==> config.mk <==
export PLATFORM = sky130hd
export DESIGN_NAME = expr_sweep_ctrl
export DESIGN_NICKNAME = d
export VERILOG_FILES = /design/src/rtl/expr_sweep_ctrl.sv
export SDC_FILE = /design/constraint.sdc
export NUM_CORES = 1
export LEC_CHECK = 0
export CAP_MARGIN = 20
export CORE_UTILIZATION = 41
export DETAILED_ROUTE_END_ITERATION = 16
export GPL_TIMING_DRIVEN = 0
export PLACE_DENSITY_LB_ADDON = 0.25
export RECOVER_POWER = 50
export SLEW_MARGIN = 20
export SYNTH_ARGS = -nofsm -noshare
export SYNTH_HDL_FRONTEND = slang
export SYNTH_SLANG_ARGS = --single-unit
==> constraint.sdc <==
create_clock -name clk -period 1.91 [get_ports clk]
set_input_delay 0.191 -clock clk [delete_from_list [all_inputs] [get_ports clk]]
set_output_delay 0.191 -clock clk [all_outputs]
set_load 0.01 [all_outputs]
==> src/rtl/expr_sweep_ctrl.sv <==
`default_nettype none
// +--------------------------------------------------------------------------+
// | expr_sweep_ctrl : exhaustive operand sweep, DUT-vs-reference comparator   |
// | Rev 1.0                                                                   |
// +--------------------------------------------------------------------------+
module expr_sweep_ctrl #(
   parameter int unsigned A_WIDTH = 4,
   parameter int unsigned Y_WIDTH = 16,
   parameter int unsigned SETTLE  = 1
) (
   input  logic               clk,
   input  logic               rst,
   input  logic               start_i,
   input  logic               stop_on_fail_i,
   input  logic [Y_WIDTH-1:0] y_dut_i,
   input  logic [Y_WIDTH-1:0] y_ref_i,
   output logic [A_WIDTH-1:0] a_o,
   output logic               busy_o,
   output logic               done_o,
   output logic               pass_o,
   output logic [A_WIDTH:0]   mismatch_count_o,
   output logic               fail_valid_o,
   output logic [A_WIDTH-1:0] fail_a_o,
   output logic [Y_WIDTH-1:0] fail_y_dut_o,
   output logic [Y_WIDTH-1:0] fail_y_ref_o
);

   localparam logic [1:0] S_IDLE    = 2'd0;
   localparam logic [1:0] S_APPLY   = 2'd1;
   localparam logic [1:0] S_COMPARE = 2'd2;
   localparam logic [1:0] S_DONE    = 2'd3;

   localparam logic [3:0]         C_SETTLE = 4'(SETTLE);
   localparam logic [A_WIDTH-1:0] C_A_ONE  = A_WIDTH'(1);
   localparam logic [A_WIDTH:0]   C_M_ONE  = (A_WIDTH+1)'(1);

   logic [1:0]         state_q, state_d;
   logic [A_WIDTH-1:0] a_q, a_d;
   logic [3:0]         cnt_q, cnt_d;
   logic               stop_q, stop_d;
   logic [A_WIDTH:0]   mcount_q, mcount_d;
   logic               fv_q, fv_d;
   logic [A_WIDTH-1:0] fa_q, fa_d;
   logic [Y_WIDTH-1:0] fyd_q, fyd_d;
   logic [Y_WIDTH-1:0] fyr_q, fyr_d;

   logic mismatch;
   logic last_vec;

   assign mismatch = (y_dut_i != y_ref_i);
   assign last_vec = (a_q == {A_WIDTH{1'b1}});

   always_ff @(posedge clk or posedge rst) begin
      if (rst) begin
         state_q  <= S_IDLE;
         a_q      <= '0;
         cnt_q    <= '0;
         stop_q   <= 1'b0;
         mcount_q <= '0;
         fv_q     <= 1'b0;
         fa_q     <= '0;
         fyd_q    <= '0;
         fyr_q    <= '0;
      end else begin
         state_q  <= state_d;
         a_q      <= a_d;
         cnt_q    <= cnt_d;
         stop_q   <= stop_d;
         mcount_q <= mcount_d;
         fv_q     <= fv_d;
         fa_q     <= fa_d;
         fyd_q    <= fyd_d;
         fyr_q    <= fyr_d;
      end
   end

   always_comb begin
      state_d  = state_q;
      a_d      = a_q;
      cnt_d    = cnt_q;
      stop_d   = stop_q;
      mcount_d = mcount_q;
      fv_d     = fv_q;
      fa_d     = fa_q;
      fyd_d    = fyd_q;
      fyr_d    = fyr_q;
      case (state_q)
         S_IDLE, S_DONE: begin
            if (start_i) begin
               a_d      = '0;
               cnt_d    = C_SETTLE;
               stop_d   = stop_on_fail_i;
               mcount_d = '0;
               fv_d     = 1'b0;
               fa_d     = '0;
               fyd_d    = '0;
               fyr_d    = '0;
               state_d  = S_APPLY;
            end
         end
         S_APPLY: begin
            if (cnt_q == 4'd0) begin
               state_d = S_COMPARE;
            end else begin
               cnt_d = cnt_q - 4'd1;
            end
         end
         S_COMPARE: begin
            // Only the first failing vector is captured; later ones just count.
            if (mismatch) begin
               mcount_d = mcount_q + C_M_ONE;
               if (!fv_q) begin
                  fv_d  = 1'b1;
                  fa_d  = a_q;
                  fyd_d = y_dut_i;
                  fyr_d = y_ref_i;
               end
            end
            if ((mismatch && stop_q) || last_vec) begin
               state_d = S_DONE;
            end else begin
               a_d     = a_q + C_A_ONE;
               cnt_d   = C_SETTLE;
               state_d = S_APPLY;
            end
         end
         default: state_d = S_IDLE;
      endcase
   end

   always_comb begin
      busy_o = (state_q == S_APPLY) || (state_q == S_COMPARE);
      done_o = (state_q == S_DONE);
      pass_o = (state_q == S_DONE) && (mcount_q == '0);
   end

   assign a_o              = a_q;
   assign mismatch_count_o = mcount_q;
   assign fail_valid_o     = fv_q;
   assign fail_a_o         = fa_q;
   assign fail_y_dut_o     = fyd_q;
   assign fail_y_ref_o     = fyr_q;

endmodule
`default_nettype wire
==> results of run 1 <==
metrics by stage:
| stage | setup WS (ns) | cell area, um^2 | utilization, % | std cells |
|---|---|---|---|---|
| 2_1_floorplan | 0.0245 | 2600 | - | 225 |
| 3_3_place_gp | -0.688 | 3530 | 58.7 | 384 |
| 3_5_place_dp | -0.719 | 3540 | 58.7 | 384 |
| 4_1_cts | 0.00344 | 3840 | 63.7 | 405 |
| 5_1_grt | -0.00350 | 3880 | 64.4 | 405 |
| 6_report | 0.0196 | 3880 | 64.4 | 405 |
what timing repair did:
item | in CTS | in global routing
endpoints found under the setup margin | 51 | 39
pin swaps | 6 | 2
setup buffers | 13 | 0
gates resized for setup | 33 | 13
hold buffers | 0 | 0
cell families after synthesis:
| kind of cell | share of synthesized area, % |
|---|---|
| flip-flops | 51.1 |
| buffers and inverters | 5.20 |
| AND/OR/NAND/NOR | 10.6 |
| AO/OA/AOI/OAI | 21.0 |
| XOR/XNOR | 5.40 |
| multiplexers | 2.46 |
| adder cells (fa/ha/maj) | 4.34 |
worst max-delay path, stage by stage:
cell             delay, ns
clkdlybuf4s50_1       0.44
xor2_1                0.20
nor4_4                0.20
buf_4                 0.18
a41oi_2               0.24
a21oi_4               0.28
mux2_1                0.34
worst max-delay path by stage:
| stage | start | to |
|---|---|---|
| after floorplan | state_q[0]$_DFFE_PP0P_ | fail_a_o[0]$_DFFE_PP0P_ |
| after global placement | y_dut_i[12] | cnt_q[0]$_DFFE_PP0P_ |
| after detailed placement | y_dut_i[12] | cnt_q[0]$_DFFE_PP0P_ |
| after CTS | y_ref_i[1] | state_q[1]$_DFFE_PP0P_ |
| after global routing | state_q[0]$_DFFE_PP0P_ | fail_y_dut_o[4]$_DFFE_PP0P_ |
| final | y_dut_i[14] | cnt_q[0]$_DFFE_PP0P_ |
cell usage after synthesis (4+ instances only):
library cell	number	share of area, %
o21ai_0	5	0.96
nor4_2	4	1.9
a22o_1	35	12
xor2_1	16	5.4
inv_1	16	2.3
o211ai_1	4	1.2
dfrtp_1	53	51
o31ai_1	4	1.2
a21oi_1	4	0.77
nand3_1	7	1.3
nor2_1	8	1.2
nand2_1	13	1.9
buf_4	4	1.2
ha_1	9	4.3
nand4_1	4	0.96
power breakdown:
| group | internal (mW) | switching, mW |
|---|---|---|
| Combinational | 0.870 | 0.953 |
| Clock | 0.255 | 0.368 |
| Sequential | 1.32 | 0.137 |
sequential cells by signal (all words and copies together) (netlist names):
register	flops
fail_y_dut_o	16
state_q	2
fail_a_o	4
mismatch_count_o	5
cnt_q	4
fail_valid_o	1
fail_y_ref_o	16
a_o	4
stop_q	1
per-layer routing:
layer / track usage [%] / vias up / share of wire (%)
met4: 5.26 / 0 / 0.99
met5: 0 / - / 0
li1: - / 1034 / -
met2: 35.8 / 79 / 48
met3: 4.11 / 6 / 6.9
met1: 29.3 / 1078 / 44
layout make-up:
class	count	area, um^2
Multi-Input combinational cell	146	1310
Clock inverter	2	10.0
Timing Repair Buffer	97	933
Sequential cell	53	1330
Buffer	10	77.6
Tap cell	75	93.8
Inverter	16	60.1
Clock buffer	6	72.6
Fill cell	489	2150
placed cells by master (no fill, tap or decap), types with 2 or more instances in the layout:
| cell type | n |
|---|---|
| buf_6 | 3 |
| xor2_1 | 6 |
| ha_1 | 8 |
| nor2_1 | 8 |
| nand3_1 | 6 |
| buf_4 | 17 |
| nor4_4 | 4 |
| and3_1 | 2 |
| a22o_1 | 35 |
| dlygate4sd3_1 | 21 |
| clkbuf_8 | 5 |
| dlymetal6s2s_1 | 5 |
| nand2b_1 | 2 |
| o211ai_1 | 4 |
| dfrtp_1 | 52 |
| clkbuf_1 | 2 |
| clkinv_2 | 2 |
| nand2_1 | 13 |
| and4_1 | 2 |
| a21oi_1 | 3 |
| dlygate4sd2_1 | 14 |
| o21ai_0 | 5 |
| inv_1 | 15 |
| mux2i_1 | 3 |
| clkdlybuf4s50_1 | 44 |
| o31ai_1 | 4 |
| nor3_1 | 2 |
| a221o_1 | 2 |
| nand3b_1 | 2 |
| xor2_2 | 10 |
| nand4_1 | 4 |
==> flow_metrics.env, run 1 <==
export IMPL_outcome="finished, final reports clean"
export IMPL_core_um2=6030
export IMPL_antenna_found_initial=0
export IMPL_track_usage_pct=21.7
export IMPL_worstHoldStart="y_ref_i[11]"
export IMPL_antenna_cells=0
export IMPL_cts_tree="yes"
export IMPL_worstPathMaxFanout=6
export IMPL_p_leak_nw=1.82
export IMPL_hold_violations=0
export IMPL_viasPerCell=5.42
export IMPL_io_buffers=84
export IMPL_drt_iter0_drc=88
export IMPL_seq_area_frac_synth_pct=51.1
export IMPL_r2r_setup_slack_ns=0.05
export IMPL_hold_slack_ns=0.197
export IMPL_max_cap_violations=0
export IMPL_finalSetupViolCount=0
export IMPL_post_route_min_period_ns=1.89
export IMPL_arrival_ns=2.09
export IMPL_clock_sinks=53
export IMPL_clk_latency_ns=0.31
export IMPL_fp_dieW_um=81.6
export IMPL_slew_headroom_pct=27.8
export IMPL_drt_first_pass_iters=4
export IMPL_synth_seq_cells=53
export IMPL_wire_per_inst_um=16.6
export IMPL_hold_end="fail_y_ref_o[11]$_DFFE_PP0P_"
export IMPL_clkSlewWorstSetupHoldPaths_ns=0.09
export IMPL_finClkSkew_ns=0.00996
export IMPL_ant_nets=0
export IMPL_power_density_nw_per_um2=1010
export IMPL_grt_max_degree=54
export IMPL_critPathCaptureType="register"
export IMPL_worst_endpoint_required_ns=2.11
export IMPL_grt_pass1_vias=2150
export IMPL_synth_cells=225
export IMPL_routabilityCongestion=0.790
export IMPL_hold_depth=2
export IMPL_critPathKind="in -> reg"
export IMPL_die_area_um2=6650
export IMPL_totalPowerFinal_mw=3.91
export IMPL_grt_pass1_wl_mm=10.9
export IMPL_syn_area_per_cell_um2=11.5
export IMPL_numCtsBuffers=5
export IMPL_period_share_pct=99.0
export IMPL_hp_class="in -> reg"
export IMPL_grt_ovfl_total=0
export IMPL_drv_slew=0
export IMPL_tightest_slew_ns=1.08
export IMPL_die_y_um=81.6
export IMPL_synth_edf_count=0
export IMPL_io_pins=85
export IMPL_tns_ns=0
export IMPL_rsz0062_at_grt="true"
export IMPL_ctsLongestPathBuffers=2
export IMPL_critPathLaunchType="input port"
export IMPL_cts_root_buf="clkbuf_8"
export IMPL_start_util_pct=43.1
export IMPL_yosysWarnings=0
export IMPL_syn2layout_area_growth_pct=49.4
export IMPL_drive_gt1_share_pct=16.7
export IMPL_synthesis_nets=270
export IMPL_ir_drop_mv=0.620
export IMPL_htree_levels=2
export IMPL_hpwlAfterDp_mm=4.66
export IMPL_vias=2197
export IMPL_async_flop_share_pct=100
export IMPL_drcViolationCount=0
export IMPL_row_count=28
export IMPL_synthFlopType="dfrtp_1"
export IMPL_nets=374
export IMPL_r2r_end="fail_y_ref_o[4]$_DFFE_PP0P_"
export IMPL_totalWireLength_mm=6.74
export IMPL_ys_types=41
export IMPL_fmax_mhz=529
export IMPL_reg2regPathDepth=6
export IMPL_reg2reg_from="state_q[1]$_DFFE_PP0P_"
export IMPL_synth_area_um2=2600
No activity file was read; power rests on OpenSTA's default activity.
==> inputs of run 2 (changes only) <==
Settings changed: CORE_MARGIN set to 8, CTS_CLUSTER_DIAMETER set to 50.
==> flow_metrics.env, run 2 (same netlist as run 1, synthesis figures left out) <==
export IMPL_mostFrequentLayoutCell="dfrtp_1"
export IMPL_final_cell_mix="dfrtp_1, clkdlybuf4s50_1, a22o_1"
export IMPL_power_density_nw_per_um2=1040
export IMPL_totalWireLength_mm=7.43
export IMPL_io_buffers=84
export IMPL_io_pins=85
export IMPL_arrival_ns=2.06
export IMPL_hpwlAfterDp_mm=5.15
export IMPL_period_share_pct=97.8
export IMPL_post_route_min_period_ns=1.87
export IMPL_clk_latency_ns=0.31
export IMPL_p_leak_nw=1.99
export IMPL_grt_pass1_vias=2302
export IMPL_fillCellCount=498
export IMPL_fp_dieW_um=95.6
export IMPL_cpPeakStageDelay_ns=0.45
export IMPL_clkSlewWorstSetupHoldPaths_ns=0.10
export IMPL_worstPathMaxFanout=10
export IMPL_start_util_pct=41.6
export IMPL_drt_iter0_drc=51
export IMPL_critPathLaunchType="register"
export IMPL_cts_tree="yes"
export IMPL_die_area_um2=9130
export IMPL_syn2layout_area_growth_pct=56.3
export IMPL_hold_slack_ns=0.194
export IMPL_cts_root_buf="clkbuf_8"
export IMPL_crit_buf_inv=2
export IMPL_crit_slowest_cell="dfrtp_1"
export IMPL_totalPowerFinal_mw=4.21
export IMPL_cp_cell_sequence="ha_4, mux2_4, and3_4, buf_4, buf_6, a22o_1"
export IMPL_fmax_mhz=536
export IMPL_track_usage_pct=16.0
export IMPL_antenna_found_initial=0
export IMPL_outcome="finished, final reports clean"
export IMPL_worst_endpoint_required_ns=2.10
export IMPL_wire_per_inst_um=18.0
export IMPL_drt_first_pass_iters=4
export IMPL_routabilityCongestion=0.814
export IMPL_row_count=29
export IMPL_numCtsBuffers=5
export IMPL_ctsLongestPathBuffers=2
export IMPL_tns_ns=0
export IMPL_finClkSkew_ns=0.0128
export IMPL_max_cap_violations=0
export IMPL_ant_nets=0
export IMPL_vias=2222
export IMPL_htree_levels=2
export IMPL_core_um2=6240
export IMPL_finalSetupViolCount=0
export IMPL_slew_headroom_pct=26.6
export IMPL_antenna_cells=0
export IMPL_critPathCaptureType="register"
export IMPL_clock_sinks=53
export IMPL_viasPerCell=5.37
export IMPL_grt_ovfl_total=0
export IMPL_tightest_slew_ns=1.10
export IMPL_hold_violations=0
export IMPL_nets=381
export IMPL_critPathKind="reg -> reg"
export IMPL_drcViolationCount=0
export IMPL_drive_gt1_share_pct=19.6
export IMPL_grt_pass1_wl_mm=11.6
export IMPL_hp_class="in -> reg"
export IMPL_drv_slew=0
export IMPL_grt_max_degree=54
export IMPL_crit_family="flip-flops"
export IMPL_ir_drop_mv=0.675
export IMPL_die_y_um=95.6
[run 2: final timing paths]
path / start / to / slack, ns / cells after the start
setup / recovery: state_q[1]$_DFFE_PP0P_ / fail_y_ref_o[4]$_DFFE_PP0P_ / 0.04 / 6
setup reg to reg: state_q[1]$_DFFE_PP0P_ / fail_y_ref_o[4]$_DFFE_PP0P_ / 0.04 / 6
hold / removal: y_ref_i[9] / fail_y_ref_o[9]$_DFFE_PP0P_ / 0.19 / 2
max in group asynchronous: rst / fail_a_o[2]$_DFFE_PP0P_ / 0.62 / 2
min in group asynchronous: rst / fail_a_o[1]$_DFFE_PP0P_ / 0.59 / 2
hold reg to reg: fail_a_o[1]$_DFFE_PP0P_ / fail_a_o[1]$_DFFE_PP0P_ / 0.51 / 1
[run 2: worst reg2reg max path, stage by stage (launching register included)]
cell,delay (ns)
dfrtp_1,0.45
ha_4,0.33
mux2_4,0.32
and3_4,0.17
buf_4,0.16
buf_6,0.15
a22o_1,0.19
[run 2: per-layer routing]
| metal | GRT usage (%) | share of wire, % |
|---|---|---|
| met4 | 3.07 | 0.46 |
| met2 | 25.9 | 48 |
| met3 | 3.86 | 7.5 |
| met5 | 0 | 0 |
| met1 | 21.4 | 44 |
[run 2: where the power goes]
| group | switching, mW | total [mW] | internal [mW] |
|---|---|---|---|
| sequential | 0.142 | 1.46 | 1.32 |
| combinational | 0.998 | 1.94 | 0.941 |
| clock | 0.379 | 0.806 | 0.427 |
| total | 1.52 | 4.21 | 2.69 |
[run 2: stage by stage]
stage          utilization, %  std cells  instance area (um^2)  setup slack, ns
2_1_floorplan               -        225                  2600           0.0245
3_3_place_gp             56.7        386                  3540           -0.713
3_5_place_dp             56.7        386                  3540           -0.738
4_1_cts                  61.8        406                  3860         -0.00642
5_1_grt                  65.0        414                  4060        -0.000481
6_report                 65.0        414                  4060           0.0429
[run 2: repair_timing]
| action | in CTS | in global routing |
|---|---|---|
| pin swaps | 6 | 3 |
| hold buffers | 0 | 0 |
| endpoints found under the setup margin | 52 | 38 |
| resized for setup | 26 | 34 |
| buffers inserted | 12 | 8 |
[run 2: layout make-up]
cell class | count | area (um^2) | area share [%]
buffer | 10 | 77.6 | 1.91
clock buffer | 6 | 82.6 | 2.03
clock inverter | 2 | 37.5 | 0.925
inverter | 16 | 60.1 | 1.48
multi-input combinational | 146 | 1340 | 33.1
sequential | 53 | 1330 | 32.7
tap | 77 | 96.3 | 2.37
timing repair buffer | 104 | 1040 | 25.5
==> inputs of run 3 (changes only) <==
Settings changed: CORE_UTILIZATION 41 to 42, CTS_CLUSTER_SIZE set to 12, SLEW_MARGIN 20 to 10.
Clock period 1.91 ns to 1.9 ns, I/O delays scaled along.
==> flow_metrics.env, run 3 (same netlist as run 1, synthesis figures left out) <==
export IMPL_reg2reg_from="state_q[1]$_DFFE_PP0P_"
export IMPL_r2r_setup_slack_ns=0.04
export IMPL_wl_met3_um=492
export IMPL_grt_ovfl_total=0
export IMPL_power_density_nw_per_um2=1010
export IMPL_core_um2=5960
export IMPL_cp_cell_sequence="ha_4, mux2_4, and3_1, buf_4, buf_6, a22o_1"
export IMPL_grt_max_degree=39
export IMPL_dr_wl_met2_mm=3.43
export IMPL_io_pins=85
export IMPL_fp_dieW_um=94.6
export IMPL_max_cap_violations=0
export IMPL_final_cell_mix="dfrtp_1, a22o_1, clkdlybuf4s50_1"
export IMPL_die_area_um2=8950
export IMPL_clkSlewWorstSetupHoldPaths_ns=0.10
export IMPL_numCtsBuffers=5
export IMPL_cpPeakStageDelay_ns=0.46
export IMPL_ir_drop_mv=0.674
export IMPL_clk_latency_ns=0.31
export IMPL_hold_violations=0
export IMPL_critPathCaptureType="register"
export IMPL_hpwlAfterDp_mm=5.21
export IMPL_arrival_ns=2.06
export IMPL_io_buffers=84
export IMPL_finClkSkew_ns=0.00673
export IMPL_vias=2184
export IMPL_hold_depth=2
export IMPL_nets=374
export IMPL_routabilityCongestion=0.803
export IMPL_cts_hold_buffers=0
export IMPL_viasPerCell=5.39
export IMPL_mostFrequentLayoutCell="dfrtp_1"
export IMPL_row_count=28
export IMPL_ctsLongestPathBuffers=2
export IMPL_tightest_slew_ns=0.632
export IMPL_fmax_mhz=537
export IMPL_critPathLaunchType="register"
export IMPL_drive_gt1_share_pct=17.0
export IMPL_hold_end="fail_y_dut_o[13]$_DFFE_PP0P_"
export IMPL_grt_pass1_vias=2266
export IMPL_worstPathMaxFanout=10
export IMPL_totalPowerFinal_mw=3.95
export IMPL_drv_slew=0
export IMPL_grt_pass1_wl_mm=11.7
export IMPL_critPathKind="reg -> reg"
export IMPL_hold_slack_ns=0.156
export IMPL_totalWireLength_mm=7.25
export IMPL_wire_per_inst_um=17.9
export IMPL_syn2layout_area_growth_pct=51.2
export IMPL_worst_endpoint_required_ns=2.10
export IMPL_finalSetupViolCount=0
export IMPL_track_usage_pct=16.5
export IMPL_fillCellCount=484
export IMPL_reg2regPathDepth=6
export IMPL_p_leak_nw=1.91
export IMPL_worstHoldStart="y_dut_i[13]"
export IMPL_htree_levels=2
export IMPL_post_route_min_period_ns=1.86
export IMPL_drt_first_pass_iters=4
export IMPL_die_y_um=94.6
export IMPL_drcViolationCount=0
export IMPL_antenna_found_initial=0
export IMPL_clock_sinks=53
export IMPL_cts_tree="yes"
export IMPL_drt_iter0_drc=61
export IMPL_hp_class="in -> reg"
export IMPL_r2r_end="fail_y_ref_o[10]$_DFFE_PP0P_"
export IMPL_highest_layer="met4"
export IMPL_crit_slowest_cell="dfrtp_2"
export IMPL_cts_root_buf="clkbuf_8"
export IMPL_start_util_pct=43.6
export IMPL_slew_headroom_pct=57.8
export IMPL_period_share_pct=98.0
export IMPL_outcome="finished, final reports clean"
export IMPL_drt_met1_wl_mm=3.27
export IMPL_antenna_cells=0
export IMPL_ant_nets=0
export IMPL_utilization_pct=65.9
## run 3: cell count changes in the layout (fill, tap and decap cells not counted), sizes merged
| cell | change |
|---|---|
| bufinv | -1 |
| dlygate4sd2 | +4 |
| dlymetal6s2s | -3 |
| buf | -7 |
| clkdlybuf4s50 | -2 |
| clkinvlp | +2 |
| clkbuf | -1 |
| dlygate4sd3 | +1 |
## run 3: what timing repair did
action,in CTS,in global routing
setup buffers,12,1
gates resized for setup,29,25
pin swaps,8,5
setup endpoints to repair,51,42
## run 3: metrics by stage
stage	setup WS, ns	area (um^2)	std cells	setup TNS, ns
floorplan	0.0145	2600	225	0
global placement	-0.711	3530	384	-59.49
detailed placement	-0.741	3550	385	-28.78
CTS	0.00359	3840	405	0
global route	-0.00715	3930	405	-0.00820
finish	0.0375	3930	405	0
## run 3: final cells by class
cell class	count	area (um^2)	share of cell area, %
sequential	53	1330	33.8
multi-input combinational	146	1310	33.3
timing repair buffer	98	971	24.7
tap	75	93.8	2.39
buffer	9	72.6	1.85
clock buffer	5	68.8	1.75
inverter	16	60.1	1.53
clock inverter	3	22.5	0.574
## run 3: power breakdown
| group | internal, mW | switching, mW | total [mW] |
|---|---|---|---|
| Combinational | 0.877 | 0.960 | 1.84 |
| Clock | 0.259 | 0.387 | 0.647 |
| Sequential | 1.33 | 0.141 | 1.47 |
| Total | 2.47 | 1.49 | 3.95 |
## run 3: worst max path at each step
| stage | startpoint | end | slack, ns | depth (start not counted) |
|---|---|---|---|---|
| floorplan | state_q[0]$_DFFE_PP0P_ | fail_a_o[0]$_DFFE_PP0P_ | 0.01 | 7 |
| detailed placement | y_dut_i[12] | cnt_q[0]$_DFFE_PP0P_ | -0.74 | 6 |
| global route | y_ref_i[12] | fail_y_ref_o[10]$_DFFE_PP0P_ | -0.007 | 9 |
| global placement | y_dut_i[12] | cnt_q[0]$_DFFE_PP0P_ | -0.71 | 6 |
| CTS | y_dut_i[7] | fail_y_ref_o[10]$_DFFE_PP0P_ | 0.004 | 9 |
| finish | state_q[1]$_DFFE_PP0P_ | fail_y_ref_o[10]$_DFFE_PP0P_ | 0.04 | 6 |
## run 3: routing by layer
metal / vias to the layer above / GRT usage, %
met4: 0 / 3.51
li1: 1029 / -
met3: 5 / 4.05
met1: 1081 / 21.8
met2: 69 / 26.7
met5: - / 0
## run 3: worst max-delay path: cells and delay by family, from the launching register on
kind | cells | cell delay (ns)
buffers and inverters | 2 | 0.32
adders and majority gates | 1 | 0.31
and+or+nand+nor | 1 | 0.16
muxes | 1 | 0.31
AOI/OAI and AO/OA | 1 | 0.19
DFF | 1 | 0.46
